[src/rtl/pla_sweep_pkg.sv]
// Shared types and helpers for the PLA truth-table sweeper.
// bin2gray is only referenced when SWEEP_GRAY_EN is defined.
package pla_sweep_pkg;

  typedef enum logic [1:0] {
    ST_IDLE  = 2'd0,
    ST_DRIVE = 2'd1,
    ST_DRAIN = 2'd2,
    ST_DONE  = 2'd3
  } sweep_state_e;

  localparam logic [15:0] SIG_POLY_DEF = 16'h1021;
  localparam logic [15:0] SIG_SEED_DEF = 16'h0000;

  function automatic logic [31:0] bin2gray(input logic [31:0] b);
    return b ^ (b >> 1);
  endfunction

endpackage

[src/rtl/pla_sweep_misr.sv]
// Single-input MISR: shift left, fold the MSB back through SIG_POLY, XOR the
// data bit into the LSB. i_clear has priority over i_en.
module pla_sweep_misr #(
  parameter int              SIG_W    = 16,
  parameter logic [SIG_W-1:0] SIG_POLY = SIG_W'(16'h1021),
  parameter logic [SIG_W-1:0] SIG_SEED = '0
) (
  input  logic             clk,
  input  logic             rst_n,
  input  logic             i_clear,
  input  logic             i_en,
  input  logic             i_data,
  output logic [SIG_W-1:0] o_sig
);

  logic [SIG_W-1:0] r_sig;
  logic [SIG_W-1:0] w_fb;

  assign w_fb = r_sig[SIG_W-1] ? SIG_POLY : '0;

  always_ff @(posedge clk or negedge rst_n) begin
    if (!rst_n) begin
      r_sig <= SIG_SEED;
    end else if (i_clear) begin
      r_sig <= SIG_SEED;
    end else if (i_en) begin
      r_sig <= {r_sig[SIG_W-2:0], 1'b0} ^ w_fb ^ {{(SIG_W-1){1'b0}}, i_data};
    end
  end

  assign o_sig = r_sig;

endmodule

[src/rtl/pla_truth_table_sweeper.sv]
// Sweeps all 2^N_IN vectors into a benchmark netlist and accumulates ON-set
// count and MISR signature of y_in. Define SWEEP_GRAY_EN for Gray-order vectors.
module pla_truth_table_sweeper
  import pla_sweep_pkg::*;
#(
  parameter int               N_IN     = 14,
  parameter int               DUT_LAT  = 1,
  parameter int               SIG_W    = 16,
  parameter logic [SIG_W-1:0] SIG_POLY = SIG_W'(SIG_POLY_DEF),
  parameter logic [SIG_W-1:0] SIG_SEED = SIG_W'(SIG_SEED_DEF)
) (
  input  logic              clk,
  input  logic              rst_n,
  input  logic              start,
  output logic [N_IN-1:0]   x_out,
  input  logic              y_in,
  output logic              busy,
  output logic              done,
  output logic [N_IN:0]     onset_count,
  output logic [SIG_W-1:0]  signature,
  output sweep_state_e      dbg_state
);

  localparam logic [N_IN-1:0] LAST_IDX = '1;

  sweep_state_e        r_state;
  logic [N_IN-1:0]     r_idx;
  logic [N_IN-1:0]     r_x;
  logic [DUT_LAT-1:0]  r_vpipe;
  logic [N_IN:0]       r_onset;
  logic                r_busy;
  logic                r_done;

  logic                w_start_ok;
  logic                w_push;
  logic                w_capture;
  logic [DUT_LAT-1:0]  w_pipe_nxt;
  logic [N_IN-1:0]     w_idx_nxt;
  logic [N_IN-1:0]     w_x_nxt;

  // start is a one-cycle request, accepted only from IDLE or DONE; no ready
  // is returned, so a start seen in DRIVE/DRAIN is simply dropped.
  assign w_start_ok = start && ((r_state == ST_IDLE) || (r_state == ST_DONE));
  // Each DRIVE cycle tags the vector currently on x_out; its response is
  // sampled when the tag leaves the last pipe stage.
  assign w_push     = (r_state == ST_DRIVE);
  assign w_capture  = r_vpipe[DUT_LAT-1];
  assign w_pipe_nxt = DUT_LAT'({r_vpipe, w_push});
  assign w_idx_nxt  = r_idx + N_IN'(1);

`ifdef SWEEP_GRAY_EN
  assign w_x_nxt = N_IN'(bin2gray(32'(w_idx_nxt)));
`else
  assign w_x_nxt = w_idx_nxt;
`endif

  always_ff @(posedge clk or negedge rst_n) begin
    if (!rst_n) begin
      r_state <= ST_IDLE;
      r_idx   <= '0;
      r_x     <= '0;
      r_vpipe <= '0;
      r_onset <= '0;
      r_busy  <= 1'b0;
      r_done  <= 1'b0;
    end else begin
      r_vpipe <= w_pipe_nxt;
      if (w_capture) begin
        r_onset <= r_onset + (N_IN+1)'(y_in);
      end
      case (r_state)
        ST_IDLE, ST_DONE: begin
          if (w_start_ok) begin
            r_state <= ST_DRIVE;
            r_idx   <= '0;
            r_x     <= '0;
            r_vpipe <= '0;
            r_onset <= '0;
            r_busy  <= 1'b1;
            r_done  <= 1'b0;
          end
        end
        ST_DRIVE: begin
          r_idx <= w_idx_nxt;
          if (r_idx == LAST_IDX) begin
            r_state <= ST_DRAIN;
          end else begin
            r_x <= w_x_nxt;
          end
        end
        ST_DRAIN: begin
          if (r_vpipe == '0) begin
            r_state <= ST_DONE;
            r_busy  <= 1'b0;
            r_done  <= 1'b1;
          end
        end
        default: r_state <= ST_IDLE;
      endcase
    end
  end

  pla_sweep_misr #(
    .SIG_W    (SIG_W),
    .SIG_POLY (SIG_POLY),
    .SIG_SEED (SIG_SEED)
  ) u_misr (
    .clk     (clk),
    .rst_n   (rst_n),
    .i_clear (w_start_ok),
    .i_en    (w_capture),
    .i_data  (y_in),
    .o_sig   (signature)
  );

  assign x_out       = r_x;
  assign busy        = r_busy;
  assign done        = r_done;
  assign onset_count = r_onset;
  assign dbg_state   = r_state;

endmodule

[config.mk]
export PLATFORM = sky130hd
export DESIGN_NAME = pla_truth_table_sweeper
export DESIGN_NICKNAME = d
export VERILOG_FILES = /design/src/rtl/pla_sweep_pkg.sv /design/src/rtl/pla_sweep_misr.sv /design/src/rtl/pla_truth_table_sweeper.sv
export SDC_FILE = /design/constraint.sdc
export NUM_CORES = 1
export LEC_CHECK = 0
export BUFFER_PORTS_ARGS = -buffer_cell sky130_fd_sc_hd__buf_2
export CAP_MARGIN = 10
export CELL_PAD_IN_SITES_DETAIL_PLACEMENT = 1
export CELL_PAD_IN_SITES_GLOBAL_PLACEMENT = 1
export CORE_ASPECT_RATIO = 0.75
export CORE_MARGIN = 1
export CORE_UTILIZATION = 25
export DETAILED_ROUTE_END_ITERATION = 7
export HOLD_SLACK_MARGIN = 0.06
export PLACE_DENSITY = 0.53
export SLEW_MARGIN = 5
export SYNTH_ARGS = -nofsm -noshare
export SYNTH_HDL_FRONTEND = slang
export SYNTH_SLANG_ARGS = --single-unit
[constraint.sdc]
create_clock -name clk -period 4.65 [get_ports clk]
set_input_delay 0.93 -clock clk [delete_from_list [all_inputs] [get_ports clk]]
set_output_delay 0.93 -clock clk [all_outputs]
set_load 0.1 [all_outputs]
==> results list, run 1 <==
* Run status: completed
- Setup violations remaining at the end of the flow were counted as 0.
- Summed over all layers, the global routing overflow is 0.
- The tree built by TritonCTS fans out to 64 sinks.
- In this run the tool buffered the top-level ports with 52 buffer cells.
* Most area-hungry cell type in the Yosys netlist: sky130_fd_sc_hd__dfrtp_1
* Worst stage delay on the critical path: 0.60 ns
* Type of origin of the critical path: flip-flop
- After clock tree synthesis, the clock-pin slew on the worst setup and hold paths is 0.05 ns.
- Peak supply drop: 0.000375 V
- Hold Path Class: flip-flop to flip-flop
- Most used standard cells in the synthesized netlist: 64 x sky130_fd_sc_hd__dfrtp_1, 32 x sky130_fd_sc_hd__nor2_1, 30 x sky130_fd_sc_hd__o21ai_0, 19 x sky130_fd_sc_hd__mux2i_1, 18 x sky130_fd_sc_hd__nand2_1
- Counting distinct cell types in the post-synthesis netlist gives 43.
- In the routed layout, each cell is associated on average with a via count of 4.66.
* Number of nets produced by synthesis: 319
* Worst-Skew Late Latency: 0.33 ns
* Post-Synthesis Cell Area: 3190 um^2
- Source of the worst hold timing path: x_out[9]$_DFFE_PN0P_
- For this run, design rule violations remaining after detail routing come to 0.
- Number of ports placed on the die boundary: 53
- Yosys mapped a number of flops with a built-in enable equal to 0.
- Area grow syn2layout: 20.8%
* Instance count along the most critical hold path: 1
- For hold timing, the worst endpoint is x_out[9]$_DFFE_PN0P_.
- Total global routing track utilization: 0.141
- Entering global routing, the biggest net connects 34 pins.
- Top cell type's share of synthesized area: 0.501
* Number of antenna diodes: 0
- Depth of the CTS H-tree: 3
- Leakage power: 1.84 nW
- Sorting the synthesized cells by area gives the leading types as sky130_fd_sc_hd__dfrtp_1 50%, sky130_fd_sc_hd__mux2i_1 6.0%, sky130_fd_sc_hd__o21ai_0 4.7%.
- After the first detailed-routing iteration, the DRC count stood at 96.
* Row cnt: 35
- Data on the critical path arrives at its endpoint at 2.75 ns.
- Number of hold-repair buffers added at the cts stage: 0
- The most used flip-flop cell after synthesis is sky130_fd_sc_hd__dfrtp_1.
* Area of the core: 12,300 um^2
* Slowest CP cell: sky130_fd_sc_hd__ha_1
- Number of global-route vias before repair: 2,698
* Max Clock Skew: 0.00601 ns
- Die Width: 133 um
- From bottom edge to top edge, the die measures 99.9 um.
* Setup repair after global routing missed its margin: no
- Crit-path cells: inv_1 -> ha_1 -> mux2i_2 -> buf_4 -> nand2b_1 -> or3_1 -> o21ai_0
- The kind of cell with the highest combined delay along the critical path is simple AND/OR/NAND/NOR gates.
- For this configuration, the core starts out at a cell density of 0.259.
* Root buf cell: sky130_fd_sc_hd__clkbuf_16
* Normalized max-slew margin: 0.504
* Endpoint of the most critical register-to-register path: r_idx[9]$_DFFE_PN0P_
- Buffers & Inverters on Critical Path: 2
* Wire length of the first global-routing pass: 14,600 um
- Drt wl/cell: 15.8 um
- Placer's final routability congestion estimate: 0.713
- TritonCTS created 9 clock buffers.
- Across the run, the number of max-cap violations was 0.
- Each instance of the synthesized netlist takes up on average 10.3 um^2.
- For this run, the share of the core covered by cells in the final layout is 0.312.
* Total of cells resized after clock tree synthesis: 0
* Highest clock rate: 0.399 GHz
- Startpoint of the most critical register-to-register path: dbg_state[1]$_DFFE_PN0P_
- Placed wire-length estimate: 5670 um
- For this run, the detailed router's first-pass iteration total came to 4.
- Total detailed-routing wirelength: 8350 um
- Kind of critical path: flip-flop to flip-flop
* Post-route fraction of the period consumed by the critical path: 0.539
* Post-synthesis sequential area ratio: 0.501
- The worst path needs 2.51 ns of the cycle, external delays included.
- At the pin with the least slew margin, the transition time is 0.745 ns.
- CTS tree: done
- The net count of the finished layout is 366.
* CP max FO: 29
- Share of layout cells above drive strength 1: 0.216
- Power per cell area: 685 nW/um^2
* Share of flip-flops with an asynchronous set or reset: 1.00
- The die covers 13,200 um^2.
- Number of synthesized register bits: 64
* Setup slack of the most critical reg-to-reg path: 2.14 ns
* Vias: 2,456
- The clock passes through at most 2 buffers.
- The number of antenna violations at the first check in global routing came to 0.
- Total count of hold-check failures in the final report: 0
- Most frequent cell after synthesis: sky130_fd_sc_hd__dfrtp_1
* Final TNS setup: 0 ns
* Number of post-CTS setup repair buffers: 0
- Counting every instance in the synthesized netlist gives 309.
* Slew Limit Fails: 0
* Number of cells on the worst reg-to-reg path: 7
- Type of destination of the critical path: flip-flop
- Data on the critical path is required at its endpoint by 4.89 ns.
* Number of antenna-violating nets in the routed design: 0
- For this run, the number of Yosys warnings is 0.
## worst reg2reg max path, stage by stage, from the launching register on
cell,delay [ns]
sky130_fd_sc_hd__dfrtp_1,0.39
sky130_fd_sc_hd__inv_1,0.10
sky130_fd_sc_hd__ha_1,0.60
sky130_fd_sc_hd__mux2i_2,0.15
sky130_fd_sc_hd__buf_4,0.26
sky130_fd_sc_hd__nand2b_1,0.40
sky130_fd_sc_hd__or3_1,0.45
sky130_fd_sc_hd__o21ai_0,0.09
## layout by cell type (no fill, tap or decap), types with 3 or more instances in the layout
master	instances
sky130_fd_sc_hd__dfrtp_1	64
sky130_fd_sc_hd__buf_2	52
sky130_fd_sc_hd__nor2_1	32
sky130_fd_sc_hd__o21ai_0	30
sky130_fd_sc_hd__nand2_1	18
sky130_fd_sc_hd__mux2i_1	18
sky130_fd_sc_hd__nand3_1	14
sky130_fd_sc_hd__xnor2_1	13
sky130_fd_sc_hd__xor2_1	11
sky130_fd_sc_hd__inv_1	9
sky130_fd_sc_hd__a21oi_1	9
sky130_fd_sc_hd__clkbuf_16	9
sky130_fd_sc_hd__o2bb2ai_1	8
sky130_fd_sc_hd__or3_1	7
sky130_fd_sc_hd__nand4_1	6
sky130_fd_sc_hd__ha_1	6
sky130_fd_sc_hd__nor3_1	5
sky130_fd_sc_hd__and3_1	4
sky130_fd_sc_hd__and4_1	4
sky130_fd_sc_hd__nand2b_1	4
sky130_fd_sc_hd__o31ai_1	4
sky130_fd_sc_hd__buf_4	4
sky130_fd_sc_hd__and2_1	3
sky130_fd_sc_hd__a211oi_1	3
## worst max-delay path by stage
stage | from | to | slack, ns | depth (start not counted)
after CTS | dbg_state[1]$_DFFE_PN0P_ | r_idx[9]$_DFFE_PN0P_ | 2.10 | 7
after global placement | dbg_state[1]$_DFFE_PN0P_ | r_idx[9]$_DFFE_PN0P_ | 2.19 | 7
final | dbg_state[1]$_DFFE_PN0P_ | r_idx[9]$_DFFE_PN0P_ | 2.14 | 7
after floorplan | dbg_state[0]$_DFFE_PN0P_ | x_out[10]$_DFFE_PN0P_ | 2.21 | 8
after detailed placement | dbg_state[1]$_DFFE_PN0P_ | r_idx[9]$_DFFE_PN0P_ | 2.16 | 7
after global routing | dbg_state[1]$_DFFE_PN0P_ | r_idx[9]$_DFFE_PN0P_ | 1.90 | 7
## cells by family after synthesis
| logic type | count (synthesis) | synth area share |
|---|---|---|
| buf+inv | 29 | 0.0541 |
| compound gates | 63 | 0.123 |
| simple gates | 104 | 0.173 |
| xor+xnor | 24 | 0.0658 |
| flops | 64 | 0.501 |
| mux | 19 | 0.0595 |
| fa+ha+maj | 6 | 0.0235 |
## per-stage QoR
step	cells	hold WS (ns)	power, mW	worst slack [ns]	cell area [um^2]
final	527	0.481	2.64	2.14	3860
after global routing	527	0.520	2.80	1.90	3860
after CTS	527	0.491	2.69	2.10	3860
after detailed placement	511	0.473	1.98	2.16	3560
after global placement	511	0.474	1.96	2.19	3560
after floorplan	309	0.511	1.75	2.21	3190
## final cells by class
class                           instances  area (um^2)
Clock inverter                          3         40.0
Sequential cell                        64         1600
Fill cell                            1428         8490
Tap cell                              166          208
Multi-Input combinational cell        216         1420
Timing Repair Buffer                   56          290
Inverter                                9         33.8
Clock buffer                           13          260
## routing by layer
layer  part of all wire  up-vias  wire length (um)  GRT usage
met4             0.0089        0                74     0.0531
met2               0.42       39              3530      0.201
met5                  0        -                 0          0
li1                   -     1182                 -          -
met1               0.53     1226              4460      0.204
met3              0.034        9               287     0.0354
## flip-flops by register name (all words and copies together), names as in the netlist
signal / count
r_idx: 14
u_misr.o_sig: 16
dbg_state: 2
r_vpipe: 1
x_out: 14
done: 1
busy: 1
onset_count: 15
## where the power goes
group	switching (mW)	total, mW	internal [mW]
Combinational	0.953	1.21	0.260
Clock	0.246	0.689	0.443
Sequential	0.0919	0.741	0.649
No activity file was read; power rests on OpenSTA's default activity.
==> inputs of run 2 (changes only) <==
==> constraint.sdc (replaced) <==
create_clock -name clk -period 2.5 [get_ports clk]
set_input_delay 0.5 -clock clk [delete_from_list [all_inputs] [get_ports clk]]
set_output_delay 0.5 -clock clk [all_outputs]
set_load 0.1 [all_outputs]
==> run 2 against run 1 <==
  * Register-to-register slack lost 1.7 ns
  * Non-clock buffer count rose by 4
  * Critical endpoint is now r_idx[6]$_DFFE_PN0P_
  * Total power up 91%
  * Flip-flop and latch count unchanged
  * Wire length shrank 3.7%
  * Worst setup slack worse by 1.7 ns
  * Critical path type unchanged
  * Combinational power rose by 92%
  * Worst hold slack worse by 0.30 ns
  * Clock skew up 0.0020 ns
  * Sequential power grew 84%
  * Utilization rose by 0.52 points
  * Global-route usage down 0.55 points
==> results list, run 2 (synthesized netlist as in run 1, its figures left out) <==
- The maximum clock path buffer count is 2 (unchanged).
- Clock slew at the register clock pins of the worst setup and hold paths: 0.05 ns (about the same)
- The area of the die came to 13,200 um^2 (unchanged).
* Type of destination of the critical path: flip-flop
- Measured slew at the worst slew-check pin: 0.522 ns (-0.223 ns)
* Peak supply drop: 0.000553 V (+47%)
- Vias: 2,467 (+0.45%)
* Number of ports placed on the die boundary: 53 (unchanged)
* Antenna violations before repair: 0 (unchanged)
* Buffers & Inverters on Critical Path: 1 (-1)
* Leading cell types in the layout, fill and taps excluded: 64 x sky130_fd_sc_hd__dfrtp_1, 52 x sky130_fd_sc_hd__buf_2, 32 x sky130_fd_sc_hd__nor2_1, 30 x sky130_fd_sc_hd__o21ai_0
- Setup slack of the most critical reg-to-reg path: 0.43 ns (-1.71 ns)
* Number of flip-flops in the largest register: 16 (unchanged)
- The critical path ends at r_idx[6]$_DFFE_PN0P_.
- The min-delay analysis places its worst path in the category input port to asynchronous set/reset pin.
- The total leakage power was 1.87 nW (+1.9%).
- Initial standard-cell utilization of the core: 0.259 (unchanged)
* Area grow syn2layout: 22.8%
* Setup-failing EPs final: 0 (unchanged)
- The maximum fanout count along the critical path is 12 (-59%).
- The tree is rooted in a sky130_fd_sc_hd__clkbuf_16.
- DIE HEIGHT: 99.9 um (unchanged)
- The average detailed-routed wire length per instance is 15.2 um (-4.3%).
- Most common cell after layout, fill and taps aside: sky130_fd_sc_hd__dfrtp_1
- Type of origin of the critical path: flip-flop
- Clock buffer count from CTS: 9 (unchanged)
- Max Clock Skew: 0.00801 ns (+0.00200 ns)
- Max-capacitance violation count: 0 (unchanged)
* Slew Limit Fails: 0 (unchanged)
- Placed wire-length estimate: 5540 um (-2.2%)
- The first-pass GRT wire length came to 13,700 um (-6.0%).
- Number of nets in the layout: 370 (+1.1%)
- The DRC violation count after routing came to 0 (unchanged).
* Area of the core: 12,300 um^2 (unchanged)
- On the critical path, the stage with the largest delay is an instance of sky130_fd_sc_hd__or3_1.
- Power per cell area: 1290 nW/um^2 (+88%)
- The violation count after the first detailed-route iteration was 84 (-13%).
- Startpoint of the most critical register-to-register path: dbg_state[0]$_DFFE_PN0P_
* CTS tree: done
* Post-Route Utilization: 0.318 (+0.00517)
* Post-placement worst setup slack: 0.420 ns (-1.74 ns)
- Tightest hold margin: 0.183 ns (-0.298 ns)
* Total detailed-routing wirelength: 8040 um (-3.7%)
- Cell family with the largest share of critical-path delay: simple AND/OR/NAND/NOR gates
* Area after detailed placement: 3600 um^2 (+1.2%)
- The later-pin clock latency in the skew report is 0.33 ns (about the same).
* Data arrival time of the critical path: 2.31 ns (-0.44 ns)
* Kind of critical path: flip-flop to flip-flop
- The sum of internal, switching and leakage power was 5.04 mW (+91%).
- The number of fill cells came to 1,423 (-0.35%).
* Total of cells resized after clock tree synthesis: 0 (unchanged)
- The remaining number of nets flagged by the antenna check after routing is 0 (unchanged).
- Worst setup path startpoint: dbg_state[0]$_DFFE_PN0P_
* Final TNS setup: 0 ns (unchanged)
* Share of layout cells above drive strength 1: 0.225 (+0.00921)
- Fin crit period: 2.07 ns (-0.441 ns)
- The via count normalized by instance count is 4.65 (-0.12%).
- Highest clock rate: 0.484 GHz (+21%)
* Count of cell instances traversed by the critical path: 6 (-1)
- The number of cells traversed by the worst register-to-register path came to 6 (-1).
- Minimum setup slack in the final design: 0.433 ns (-1.71 ns)
- The headroom to the max-slew limit was 0.652 (+0.148).
* Clock sink total: 64 (unchanged)
- Crit-path cells: inv_1 -> ha_1 -> mux2i_2 -> nand2b_1 -> or3_1 -> o21ai_0
* Total count of hold-check failures in the final report: 0 (unchanged)
- Post-route fraction of the period consumed by the critical path: 0.827 (+0.287)
- Total global routing overflow: 0 (unchanged)
- Number of hold-repair buffers added at the cts stage: 0 (unchanged)
* Iteration count of the initial detailed-routing pass: 4 (unchanged)
* Placer's final routability congestion estimate: 0.725 (+1.6%)
- Run status: completed
- The cell area after layout came to 3920 um^2 (+1.7%).
* Setup repair after global routing missed its margin: no
- Required time worst endpoint: 2.75 ns (-2.14 ns)
- Maximum number of pins on one net before global-route repair: 65 (+91%)
- The maximum single-stage delay on the critical path was 0.45 ns (-0.15 ns).
- Number of placed cells counting well taps: 515 (+0.78%)
- The count of inserted antenna diode cells is 0 (unchanged).
- The total routing usage reported by global routing is 0.136 (-0.00550).
- The number of global-route vias before repair came to 2,557 (-5.2%).
* Depth of the CTS H-tree: 3 (unchanged)
- The non-filler instance count after layout came to 530 (+0.57%).
- The buffer count from post-CTS setup fixing is 0 (unchanged).
* Die Width: 133 um (unchanged)
* Endpoint of the most critical register-to-register path: r_idx[6]$_DFFE_PN0P_
- Number of buffers added on ports: 52 (unchanged)
- Row cnt: 35 (unchanged)
-- run 2: changes by cell type in the layout (fill, tap and decap cells not counted) --
cell                        before  now
sky130_fd_sc_hd__buf_4           4    7
sky130_fd_sc_hd__buf_12          0    1
sky130_fd_sc_hd__bufinv_16       1    2
sky130_fd_sc_hd__clkbuf_1        2    1
sky130_fd_sc_hd__clkinv_2        2    1
-- run 2: cell type report --
cell class / instances / area (um^2) / share of cell area
clock buffers: 12 / 256 / 0.0654
clock inverters: 3 / 65.1 / 0.0166
inverters: 9 / 33.8 / 0.00862
multi-input cells: 216 / 1420 / 0.363
flip-flops and latches: 64 / 1600 / 0.408
well taps: 166 / 208 / 0.0530
repair buffers: 60 / 333 / 0.0849
-- run 2: routing by layer --
layer,part of all wire,GRT usage,vias to the layer above
li1,-,-,1187
met1,0.51,0.192,1226
met2,0.43,0.193,43
met3,0.044,0.0389,11
met4,0.016,0.0539,0
met5,0,0,-
-- run 2: worst min-delay path by stage --
| stage | from | endpoint | slack [ns] | cells after the start |
|---|---|---|---|---|
| floorplan | rst_n | busy$_DFFE_PN0P_ | 0.20 | 0 |
| global placement | x_out[4]$_DFFE_PN0P_ | x_out[4]$_DFFE_PN0P_ | 0.48 | 1 |
| detailed placement | x_out[6]$_DFFE_PN0P_ | x_out[6]$_DFFE_PN0P_ | 0.48 | 1 |
| CTS | rst_n | x_out[7]$_DFFE_PN0P_ | 0.20 | 2 |
| global route | rst_n | x_out[6]$_DFFE_PN0P_ | 0.20 | 2 |
| finish | rst_n | x_out[6]$_DFFE_PN0P_ | 0.18 | 2 |
-- run 2: report_power, final --
| group | internal, mW | total, mW | switching (mW) |
|---|---|---|---|
| sequential | 1.21 | 1.36 | 0.148 |
| clock | 0.920 | 1.37 | 0.449 |
| combinational | 0.516 | 2.32 | 1.80 |
| total | 2.64 | 5.04 | 2.40 |
==> inputs of run 3 (changes only) <==
==> constraint.sdc (replaced) <==
create_clock -name clk -period 2.1 [get_ports clk]
set_input_delay 0.42 -clock clk [delete_from_list [all_inputs] [get_ports clk]]
set_output_delay 0.42 -clock clk [all_outputs]
set_load 0.1 [all_outputs]
==> run 3 against run 2 <==
  * Clock skew hardly changed
  * Final cell count is 1.9% higher
  * Critical path depth stayed put
  * Wire length is 6.3% higher
  * Via count is 2.9% higher
  * Sequential share of layout area is 1.3 points lower
  * Total power is 26% higher
  * Largest power group unchanged
  * Highest routed layer unchanged
==> results list, run 3 (synthesized netlist as in run 1, its figures left out) <==
- Leading cell types in the layout, fill and taps excluded: 60 x sky130_fd_sc_hd__dfrtp_1, 52 x sky130_fd_sc_hd__buf_2, 32 x sky130_fd_sc_hd__nor2_1, 30 x sky130_fd_sc_hd__o21ai_0
- The buffer count from post-CTS setup fixing came to 0 (unchanged).
- The count of buffers from port buffering is 52 (unchanged).
- The number of flip-flops under the largest register name came to 16 (unchanged).
* Most common cell after layout, fill and taps aside: sky130_fd_sc_hd__dfrtp_1
- Clock sink total: 64 (unchanged)
* Measured slew at the worst slew-check pin: 0.498 ns (-0.0236 ns)
* Met3 capacity usage during global routing: 0.0333 (-0.00556)
* Root buf cell: sky130_fd_sc_hd__clkbuf_16
- GR Layer Usage met2: 0.215 (+0.0219)
- CP max FO: 9 (-3)
- The maximum clock frequency was 0.508 GHz (+4.9%).
- Worst-Skew Late Latency: 0.33 ns (about the same)
* Max-capacitance violation count: 0 (unchanged)
- The area used by sequential logic in the layout came to 1610 um^2 (+0.47%).
- The worst endpoint data arrival time came to 2.20 ns (-0.11 ns).
* Drt wl/cell: 15.8 um (+4.4%)
- Slew Limit Fails: 0 (unchanged)
- The time the worst path needs with I/O delays and setup came to 1.97 ns (-0.0970 ns).
- Type of destination of the critical path: flip-flop
- The I/O pin total was 53 (unchanged).
- Depth of the CTS H-tree: 3 (unchanged)
- Iteration count of the initial detailed-routing pass: 4 (unchanged)
- The placed cell area is 3680 um^2 (+2.2%).
- Relative to the synthesized area, the layout overhead comes to 27.3%.
- The initial cell density of the core is 0.259 (unchanged).
- Wire length of the first global-routing pass: 14,600 um (+6.2%)
- Post-detailed-route DRC marker count: 0 (unchanged)
- Total die area: 13,200 um^2 (unchanged)
- The global route total overflow is 0 (unchanged).
- The critical path starts at dbg_state[0]$_DFFE_PN0P_.
- The via count normalized by instance count came to 4.70 (+1.0%).
* Antenna violations before repair: 0 (unchanged)
- Hold Path Class: input port to flip-flop
- The maximum VDD drop was 0.000770 V (+39%).
* Setup-failing EPs final: 0 (unchanged)
* Required time worst endpoint: 2.33 ns (-0.42 ns)
- The total negative setup slack is 0 ns (unchanged).
- GR Layer Usage met1: 0.202 (+0.00905)
* Vias: 2,539 (+2.9%)
- The count of inserted antenna diode cells is 0 (unchanged).
- The CTS clock-pin slew for the worst setup and hold paths is 0.06 ns (about the same).
- Setup repair after global routing missed its margin: no
- Share of layout cells above drive strength 1: 0.257 (+0.0314)
- The number of global-route vias before repair was 2,630 (+2.9%).
* Total detailed-routing wirelength: 8540 um (+6.3%)
* Clock buffer count from CTS: 9 (unchanged)
- The maximum clock path buffer count was 2 (unchanged).
* Maximum number of pins on one net before global-route repair: 38 (-42%)
- Run status: completed
- Total global routing track utilization: 0.142 (+0.00582)
- The final number of hold-violating endpoints is 0 (unchanged).
* Power per cell area: 1570 nW/um^2 (+22%)
- DIE HEIGHT: 99.9 um (unchanged)
* Most utilized layer in the global route result: met2
- The violation count after the first detailed-route iteration came to 118 (+40%).
* Die Width: 133 um (unchanged)
* Area of all placed cells without fillers: 4070 um^2 (+3.7%)
- In this run the most critical hold path is launched from y_in.
- TritonCTS built the clock tree.
* Number of nets in the layout: 379 (+2.4%)
* Leakage power: 1.93 nW (+3.2%)
- Number of fill cells: 1,434 (+0.77%)
* Area occupied by multi-input gates: 1430 um^2 (+0.44%)
* Power, Total: 6.37 mW (+26%)
* Type of origin of the critical path: flip-flop
- The maximum clock skew at final layout was 0.00826 ns (+0.000245 ns).
- Placer's final routability congestion estimate: 0.734 (+1.3%)
- The headroom to the max-slew limit came to 0.670 (+0.0180).
- The detailed-placement wirelength estimate was 6030 um (+8.7%).
* Startpoint of the most critical register-to-register path: dbg_state[0]$_DFFE_PN0P_
- The number of placement rows is 35 (unchanged).
- Post-route fraction of the period consumed by the critical path: 0.938 (+0.111)
- Number of antenna-violating nets in the routed design: 0 (unchanged)
- The core box area was 12,300 um^2 (unchanged).
* Kind of critical path: flip-flop to flip-flop
[run 3: cell type report]
type,count,share of cell area
clock buffer,11,0.0597
clock inverter,5,0.0314
inverter,9,0.00831
multi-input combinational,216,0.352
sequential,64,0.396
tap,166,0.0511
timing repair buffer,69,0.102
[run 3: through the flow]
stage                     utilization  hold slack [ns]  setup WS, ns  cells
final                           0.329            0.428         0.130    540
after global routing            0.329            0.435        0.0103    540
after CTS                       0.329            0.423        0.0946    540
after detailed placement        0.298            0.331         0.158    523
after global placement          0.298            0.333         0.215    523
after floorplan                     -            0.124      0.000360    309
[run 3: metal layers]
layer | vias up | wire [um]
li1 | 1215 | -
met1 | 1275 | 4440
met2 | 40 | 3750
met3 | 9 | 257
met4 | 0 | 97
met5 | - | 0
[run 3: timing repair]
item | 4_1_cts | 5_1_grt
hold buffers | 1 | 0
setup endpoints to repair | 0 | 1
gates resized for setup | 0 | 1
hold endpoints to repair | 8 | 0
[run 3: final timing paths]
kind | slack [ns] | end | cells past startpoint
worst max register to register | 0.13 | r_idx[9]$_DFFE_PN0P_ | 6
worst max-delay path | 0.13 | r_idx[9]$_DFFE_PN0P_ | 6
min in group asynchronous | 0.52 | x_out[8]$_DFFE_PN0P_ | 2
worst min-delay path | 0.43 | u_misr.o_sig[0]$_DFFE_PN0P_ | 3
max in group asynchronous | 0.91 | x_out[12]$_DFFE_PN0P_ | 4
worst min register to register | 0.49 | x_out[6]$_DFFE_PN0P_ | 1
[run 3: critical path, cell delays in order (launching register included)]
cell                       delay (ns)
sky130_fd_sc_hd__dfrtp_4         0.48
sky130_fd_sc_hd__inv_1           0.09
sky130_fd_sc_hd__ha_1            0.26
sky130_fd_sc_hd__mux2i_2         0.17
sky130_fd_sc_hd__nand2b_1        0.35
sky130_fd_sc_hd__or3_1           0.42
sky130_fd_sc_hd__o21ai_0         0.10
[run 3: power breakdown]
part	switching, mW	internal (mW)	leakage [nW]
logic	2.19	0.690	0.889
registers	0.180	1.45	0.865
clock network	0.553	1.31	0.176
total	2.92	3.45	1.93
